## config.mk

```make
export PLATFORM = sky130hd
export DESIGN_NAME = instruction_decode
export DESIGN_NICKNAME = d
export VERILOG_FILES = /design/src/rtl/instruction_decode_pkg.sv /design/src/rtl/register_file.sv /design/src/rtl/instruction_decode.sv
export SDC_FILE = /design/constraint.sdc
export NUM_CORES = 2
export LEC_CHECK = 0
export CAP_MARGIN = 20
export CORE_MARGIN = 2
export CORE_UTILIZATION = 62
export DETAILED_ROUTE_END_ITERATION = 8
export PLACE_DENSITY = 0.83
export RECOVER_POWER = 25
export SYNTH_ARGS = -nofsm -noshare
export SYNTH_HDL_FRONTEND = slang
export SYNTH_SLANG_ARGS = --single-unit
export TNS_END_PERCENT = 1
```

## constraint.sdc

```tcl
create_clock -name clk -period 3.1 [get_ports clk]
set_clock_uncertainty 0.05 [all_clocks]
set_input_delay 0.62 -clock clk [delete_from_list [all_inputs] [get_ports clk]]
set_output_delay 0.62 -clock clk [all_outputs]
set_load 0.05 [all_outputs]
```

## src/rtl/instruction_decode_pkg.sv

```systemverilog
// Shared definitions for the instruction decode stage: instruction field
// positions, architectural register indices and the default data width.
package instruction_decode_pkg;

    localparam int unsigned WIDTH = 32;

    localparam int unsigned OP_HI    = 31;
    localparam int unsigned OP_LO    = 26;
    localparam int unsigned RS_HI    = 25;
    localparam int unsigned RS_LO    = 21;
    localparam int unsigned RT_HI    = 20;
    localparam int unsigned RT_LO    = 16;
    localparam int unsigned RD_HI    = 15;
    localparam int unsigned RD_LO    = 11;
    localparam int unsigned SHAMT_HI = 10;
    localparam int unsigned SHAMT_LO = 6;
    localparam int unsigned FUNCT_HI = 5;
    localparam int unsigned FUNCT_LO = 0;
    localparam int unsigned IMM_HI   = 15;
    localparam int unsigned IMM_LO   = 0;

    typedef logic [4:0] reg_idx_t;

    localparam reg_idx_t REG_ZERO = 5'd0;
    localparam reg_idx_t REG_SP   = 5'd29;

endpackage

```

## src/rtl/register_file.sv

```systemverilog
// 32-entry register file: two combinational read ports, one write port,
// $0 hard-wired to zero and $29 reset to the stack-pointer value.
module register_file
    import instruction_decode_pkg::*;
#(
    parameter int unsigned         WIDTH    = 32,
    parameter logic [WIDTH-1:0]    SP_RESET = WIDTH'(32'h0000_3FFC)
) (
    input  logic             clk,
    input  logic             rst_n,
    input  logic             we,
    input  reg_idx_t         waddr,
    input  logic [WIDTH-1:0] wdata,
    input  reg_idx_t         raddr_a,
    input  reg_idx_t         raddr_b,
    output logic [WIDTH-1:0] rdata_a,
    output logic [WIDTH-1:0] rdata_b
);

    logic [WIDTH-1:0] regs_q [32];

    always_ff @(posedge clk or negedge rst_n) begin
        if (!rst_n) begin
            for (int i = 0; i < 32; i++) begin
                regs_q[i] <= (reg_idx_t'(i) == REG_SP) ? SP_RESET : '0;
            end
        end else if (we && (waddr != REG_ZERO)) begin
            regs_q[waddr] <= wdata;
        end
    end

    // No write bypass: a same-cycle write only becomes visible after the edge.
    assign rdata_a = (raddr_a == REG_ZERO) ? '0 : regs_q[raddr_a];
    assign rdata_b = (raddr_b == REG_ZERO) ? '0 : regs_q[raddr_b];

endmodule

```

## src/rtl/instruction_decode.sv

```systemverilog
// Decode stage: splits the instruction into fields, selects the destination,
// extends the immediate, hosts the register file and a retired-instruction counter.
module instruction_decode #(
    parameter int unsigned      WIDTH    = instruction_decode_pkg::WIDTH,
    parameter logic [WIDTH-1:0] SP_RESET = WIDTH'(32'h0000_3FFC)
) (
    input  logic             clk,
    input  logic             start_up,
    input  logic [31:0]      instruction,
    input  logic             reg_write,
    input  logic             reg_dst,
    input  logic             ext_op,
    input  logic [WIDTH-1:0] wb_data,
    output logic [5:0]       opcode,
    output logic [5:0]       funct,
    output logic [4:0]       shamt,
    output logic [4:0]       wr_addr,
    output logic [WIDTH-1:0] rs_data,
    output logic [WIDTH-1:0] rt_data,
    output logic [WIDTH-1:0] imm_ext,
    output logic [31:0]      instr_count
);
    import instruction_decode_pkg::*;

    reg_idx_t    rs_idx;
    reg_idx_t    rt_idx;
    reg_idx_t    rd_idx;
    logic [15:0] imm;
    logic [31:0] count_q;

    assign opcode = instruction[OP_HI:OP_LO];
    assign funct  = instruction[FUNCT_HI:FUNCT_LO];
    assign shamt  = instruction[SHAMT_HI:SHAMT_LO];
    assign rs_idx = instruction[RS_HI:RS_LO];
    assign rt_idx = instruction[RT_HI:RT_LO];
    assign rd_idx = instruction[RD_HI:RD_LO];
    assign imm    = instruction[IMM_HI:IMM_LO];

    assign wr_addr = reg_dst ? rd_idx : rt_idx;

    always_comb begin
        imm_ext = {{(WIDTH-16){1'b0}}, imm};
        if (ext_op) begin
            imm_ext = {{(WIDTH-16){imm[15]}}, imm};
        end
    end

    register_file #(
        .WIDTH    (WIDTH),
        .SP_RESET (SP_RESET)
    ) u_register_file (
        .clk     (clk),
        .rst_n   (start_up),
        .we      (reg_write),
        .waddr   (wr_addr),
        .wdata   (wb_data),
        .raddr_a (rs_idx),
        .raddr_b (rt_idx),
        .rdata_a (rs_data),
        .rdata_b (rt_data)
    );

    // Free-running; wraps silently at 2^32.
    always_ff @(posedge clk or negedge start_up) begin
        if (!start_up) begin
            count_q <= '0;
        end else begin
            count_q <= count_q + 32'd1;
        end
    end

    assign instr_count = count_q;

endmodule

```

# Yosys cells after proc, flatten, opt, wreduce, memory -nomap -nowiden
# Cells that the tools add are included.
dict set report word_totals {
  ff_bits 1056
  latch_bits 0
  ram_bits 0
  mem_bits_ro 0
  input_bits 69
  output_inout_bits 150
  wordCells 59
  n_memories 0
}
dict set report op_classes {
  addsub 1
  multipliers 0
  n_div 0
  order_cmp 4
  eq_ne 0
  n_shift 0
  n_mux 13
  bitwise_logic 3
  n_reduce_logical 5
}
# op count
set op_table {}
lappend op_table {{$bwmux W1024} 1}
lappend op_table {{$bmux W32 S5} 2}
lappend op_table {{$mux W32} 8}
lappend op_table {{$demux W32 S5} 1}
lappend op_table {{$add A32 B1 Y32 const B} 1}
lappend op_table {{$ge A6 B6 Y1 const B} 3}
lappend op_table {{$not A5 Y6} 3}
lappend op_table {{$logic_not A5 Y1} 2}
lappend op_table {{$lt A6 B1 Y1 const B} 1}
lappend op_table {{$mux W5} 1}
lappend op_table {{$reduce_bool A5 Y1} 1}
lappend op_table {{$logic_and A1 B1 Y1} 2}

# Longest topological paths before layout
dict set report depth {
  depth_word 7
  depth_mapped 8
  ltp_nobuf 6
}

# By module
# A second synthesis with hierarchy kept.
dict set report unflattened {
  hier_cells 3802
  hier_area_um2 56286.5
}
# mod instances cells_each area_each_um2
set modules_own_cells {}
lappend modules_own_cells {register_file 1 3621 54384.7}
lappend modules_own_cells {instruction_decode 1 181 1901.8}

# Least setup slack after synthesis
# OpenSTA, ideal clock, no wires.
dict set report synth_path {
  path_type {in2out}
  start {in instruction[22]}
  end {out rs_data[10]}
  t_arrival_ns 4.125
  t_required_ns 2.430
  slack_ns -1.695
  path_stages 8
  cell_sequence {buf_2 > buf_4 > buf_4 > buf_4 > mux4_2 > nand2_1 > o2111a_1 > a2111oi_0}
}
dict set report synth_between {
  elab_chain_cells 5
}
# element line_no
set synth_rtl {}
lappend synth_rtl {{start: declaration} instruction_decode.sv:9} ;# input logic [31:0] instruction,
lappend synth_rtl {{$not A5 Y6 (implied by the code)} register_file.sv:33} ;# assign rdata_a = (raddr_a == REG_ZERO) ? '0 : regs_q[raddr_a];
lappend synth_rtl {{$bmux W32 S5} register_file.sv:33}
lappend synth_rtl {{$mux W32 (implied by the code) (2 in a row)} register_file.sv:33}
lappend synth_rtl {{$mux W32 (*)} register_file.sv:33}
lappend synth_rtl {{end: declaration} instruction_decode.sv:18} ;# output logic [WIDTH-1:0] rs_data,
# Every way passes the cells marked *; elsewhere a longest branch is shown, timed or not. The select of a mux whose other input is x is not followed.

# Final worst setup path
dict set report layout_path {
  start {in instruction[21]}
  end {out rs_data[21]}
}
# Same word-level chain as after synthesis.

==> summary.txt <==
clock sinks: 1,056
final period utilization: 1.06
Layout fillers: 4,869
fmax: 303 MHz
Warnings, synthesis: 0
maximum clock insertion buffer count: 3
Final ANT Viol Nets: 0
CP Class: input port to output pin
cells after synthesis: 3,729
number of global-route vias before repair: 41,000
number of H-tree levels: 3
sequential area share after synthesis: 0.467
Non-Filler Instances: 5,307
Critical Path RT: 2.43 ns
die area: 93,700 um^2
FP Rows: 110
Inst Count DP: 5,069
Crit path buffers/inverters: 6
Critical Path Fanout Max: 27
gr ovfl total: 0
worst setup margin: -0.198 ns
routing usage on met2: 0.585
initial antenna violation count: 4
worst r2r dst: instr_count[31]
largest net degree at the start of global routing: 99
hold path cells: 0
max-cap violations: 0
Crit. End Element: output pin
final instance area: 68,500 um^2
Final Hold Fails: 0
Post-Route WL: 177,000 um
Post-Place Cell Area: 63,600 um^2
GRT Total Usage: 0.382
status: finished, violations left
Least-Margin Pin Slew: 1.49 ns
Static Leak: 30.2 nW
Die Y: 306 um
port buffer count: 173
Avg WL per Cell: 33.3 um
commonest cells after routing, fill and taps aside: dfrtp_1, mux2_1, mux4_2
reg2reg start: instr_count[6]
setup_tns: -4.96 ns
Post-Syn Area: 56,600 um^2
RSZ-0062 raised after global routing: yes
cells on worst reg2reg path: 5
clock-pin slew on the worst setup and hold paths: 0.06 ns
hold_ws: 0.345 ns
WHS Endpoint: u_register_file.regs_q[993]
min-delay src: u_register_file.regs_q[993]
Worst Path Arrival: 2.63 ns
failing checks: setup timing
Starting DRT DRC Count: 4,867
Slew HR: 0.00532
setup violators final: 61
CP max stage cell: a2111oi_4
hold crit path type: flip-flop to flip-flop
fin crit period: 3.30 ns
Remaining DRCs: 0
Chip Width: 306 um
CP Launch Type: input port
layout cells sized above 1: 0.447
Most Frequent Cell on Critical Path: buf_16
pwr/cell area: 651 nW/um^2
RePlAce Congestion: 0.866
max incr delay on CP: 0.69 ns
crit-path leading delay family: buffers and inverters
Slew Limit Fails: 0
initial core utilization: 0.627
leading cell type in the layout, fill and taps excluded: dfrtp_1
worst reg2reg setup slack: 1.10 ns
Skew-Pair Late Insertion Delay: 0.68 ns
Netlist cell types: 54
global routing usage on met1: 0.492
grt met3 use: 0.105
Initial DRT Pass Iterations: 6
TritonCTS Buffers: 105
syn_nets: 3,799
syn avg cell area: 15.2 um^2
dpl hpwl: 109,000 um
GRT busiest layer: met2
DR vias: 38,800
#FFs+latches synth: 1,056
synthesis-to-layout area growth: 21.1%
critical path, cell by cell: buf_16 -> buf_16 -> buf_16 -> nor4_4 -> buf_4 -> buf_4 -> a2111oi_4 -> clkbuf_16
Via density: 7.31
core area: 90,300 um^2
io pins: 219
peak supply drop: 0.528 mV
root buf cell: clkbuf_16
fin nets: 4,115
global-route wire length before repair: 264,000 um
CTS tree: built
[sequential cells by signal (all words and copies together) (netlist names)]
register                flops
u_register_file.regs_q   1024
instr_count                32
[power breakdown]
| group | switching (W) | internal [W] |
|---|---|---|
| Combinational | 0.00490 | 0.00647 |
| Sequential | 0.00250 | 0.0168 |
| Clock | 0.00563 | 0.00826 |
[logic make-up after synthesis]
group / count (synthesis) / synth area share
multiplexers: 1706 / 0.434
flip-flops: 1056 / 0.467
buffers and inverters: 467 / 0.0421
AND/OR/NAND/NOR: 279 / 0.0252
AO/OA/AOI/OAI: 190 / 0.0270
XOR/XNOR: 30 / 0.00464
adder cells (fa/ha/maj): 1 / 0.000221
[per-layer routing]
| layer | part of all wire | vias to the layer above | wire [um] |
|---|---|---|---|
| li1 | - | 14900 | - |
| met1 | 0.35 | 20500 | 62200 |
| met2 | 0.47 | 2654 | 83200 |
| met3 | 0.11 | 723 | 19800 |
| met4 | 0.064 | 4 | 11400 |
| met5 | 0.00014 | - | 24 |
[synth_stat cells, drive strengths merged]
| library cell | count | area (um^2) |
|---|---|---|
| and3 | 5 | 31.3 |
| nor4 | 3 | 18.8 |
| clkbuf | 191 | 717 |
| nand2b | 4 | 25.0 |
| a21oi | 2 | 32.5 |
| o21ai | 34 | 170 |
| mux4 | 496 | 11200 |
| o2111a | 32 | 360 |
| a32oi | 2 | 36.3 |
| a221oi | 2 | 17.5 |
| nor2 | 86 | 363 |
| a22oi | 5 | 51.3 |
| a31oi | 1 | 21.3 |
| and4 | 5 | 43.8 |
| mux2 | 1001 | 11300 |
| nand3 | 20 | 100 |
| xnor2 | 23 | 201 |
| a211oi | 32 | 240 |
| o32ai | 2 | 17.5 |
| nand2 | 83 | 317 |
| inv | 7 | 26.3 |
| ha | 1 | 12.5 |
| buf | 269 | 1640 |
| o22ai | 38 | 238 |
| o22a | 1 | 10.0 |
| nor3 | 18 | 175 |
| dfrtp | 1044 | 26100 |
| a21o | 1 | 7.51 |
| a2111oi | 32 | 280 |
| mux2i | 209 | 2100 |
| o21a | 2 | 15.0 |
| or2 | 7 | 48.8 |
| or4 | 1 | 7.51 |
| xor2 | 7 | 61.3 |
| nand4 | 7 | 43.8 |
| and2 | 3 | 18.8 |
| o211ai | 4 | 30.0 |
| dfstp | 12 | 315 |
| nor2b | 37 | 231 |
[timing repair]
item | in CTS | in global routing
cloned | 8 | 1
resized for setup | 135 | 36
pin swaps | 36 | 12
endpoints found under the setup margin | 64 | 64
hold buffers | 1 | 0
endpoints found under the hold margin | 29 | 0
setup buffers | 37 | 1
[final cells by class]
cell class              instances  area, um^2  area share
flip-flops and latches       1056       26400       0.386
inverters                       7        26.3    0.000383
repair buffers                669        8130       0.119
multi-input cells            2206       28700       0.419
clock buffers                 151        3170      0.0463
clock inverters                40         591     0.00862
well taps                    1176        1470      0.0215
diodes                          2        5.00   0.0000730
[worst max-delay path by stage]
stage,start,end,slack (ns),cells after the start
3_3_place_gp,instruction[22],rs_data[7],-0.47,10
4_1_cts,instruction[16],rt_data[29],-0.11,10
6_report,instruction[21],rs_data[21],-0.20,8
2_1_floorplan,instruction[22],rs_data[9],-0.35,8
3_5_place_dp,instruction[22],rs_data[7],-0.48,10
5_1_grt,instruction[21],rs_data[20],-0.22,10
[through the flow]
| stage | total power, W | worst slack [ns] | util |
|---|---|---|---|
| after floorplan | 0.0260 | -0.349 | - |
| after global placement | 0.0293 | -0.475 | 0.705 |
| after detailed placement | 0.0300 | -0.484 | 0.705 |
| after CTS | 0.0442 | -0.114 | 0.759 |
| final | 0.0446 | -0.198 | 0.759 |
| after global routing | 0.0460 | -0.222 | 0.759 |
No activity file was read; power rests on OpenSTA's default activity.
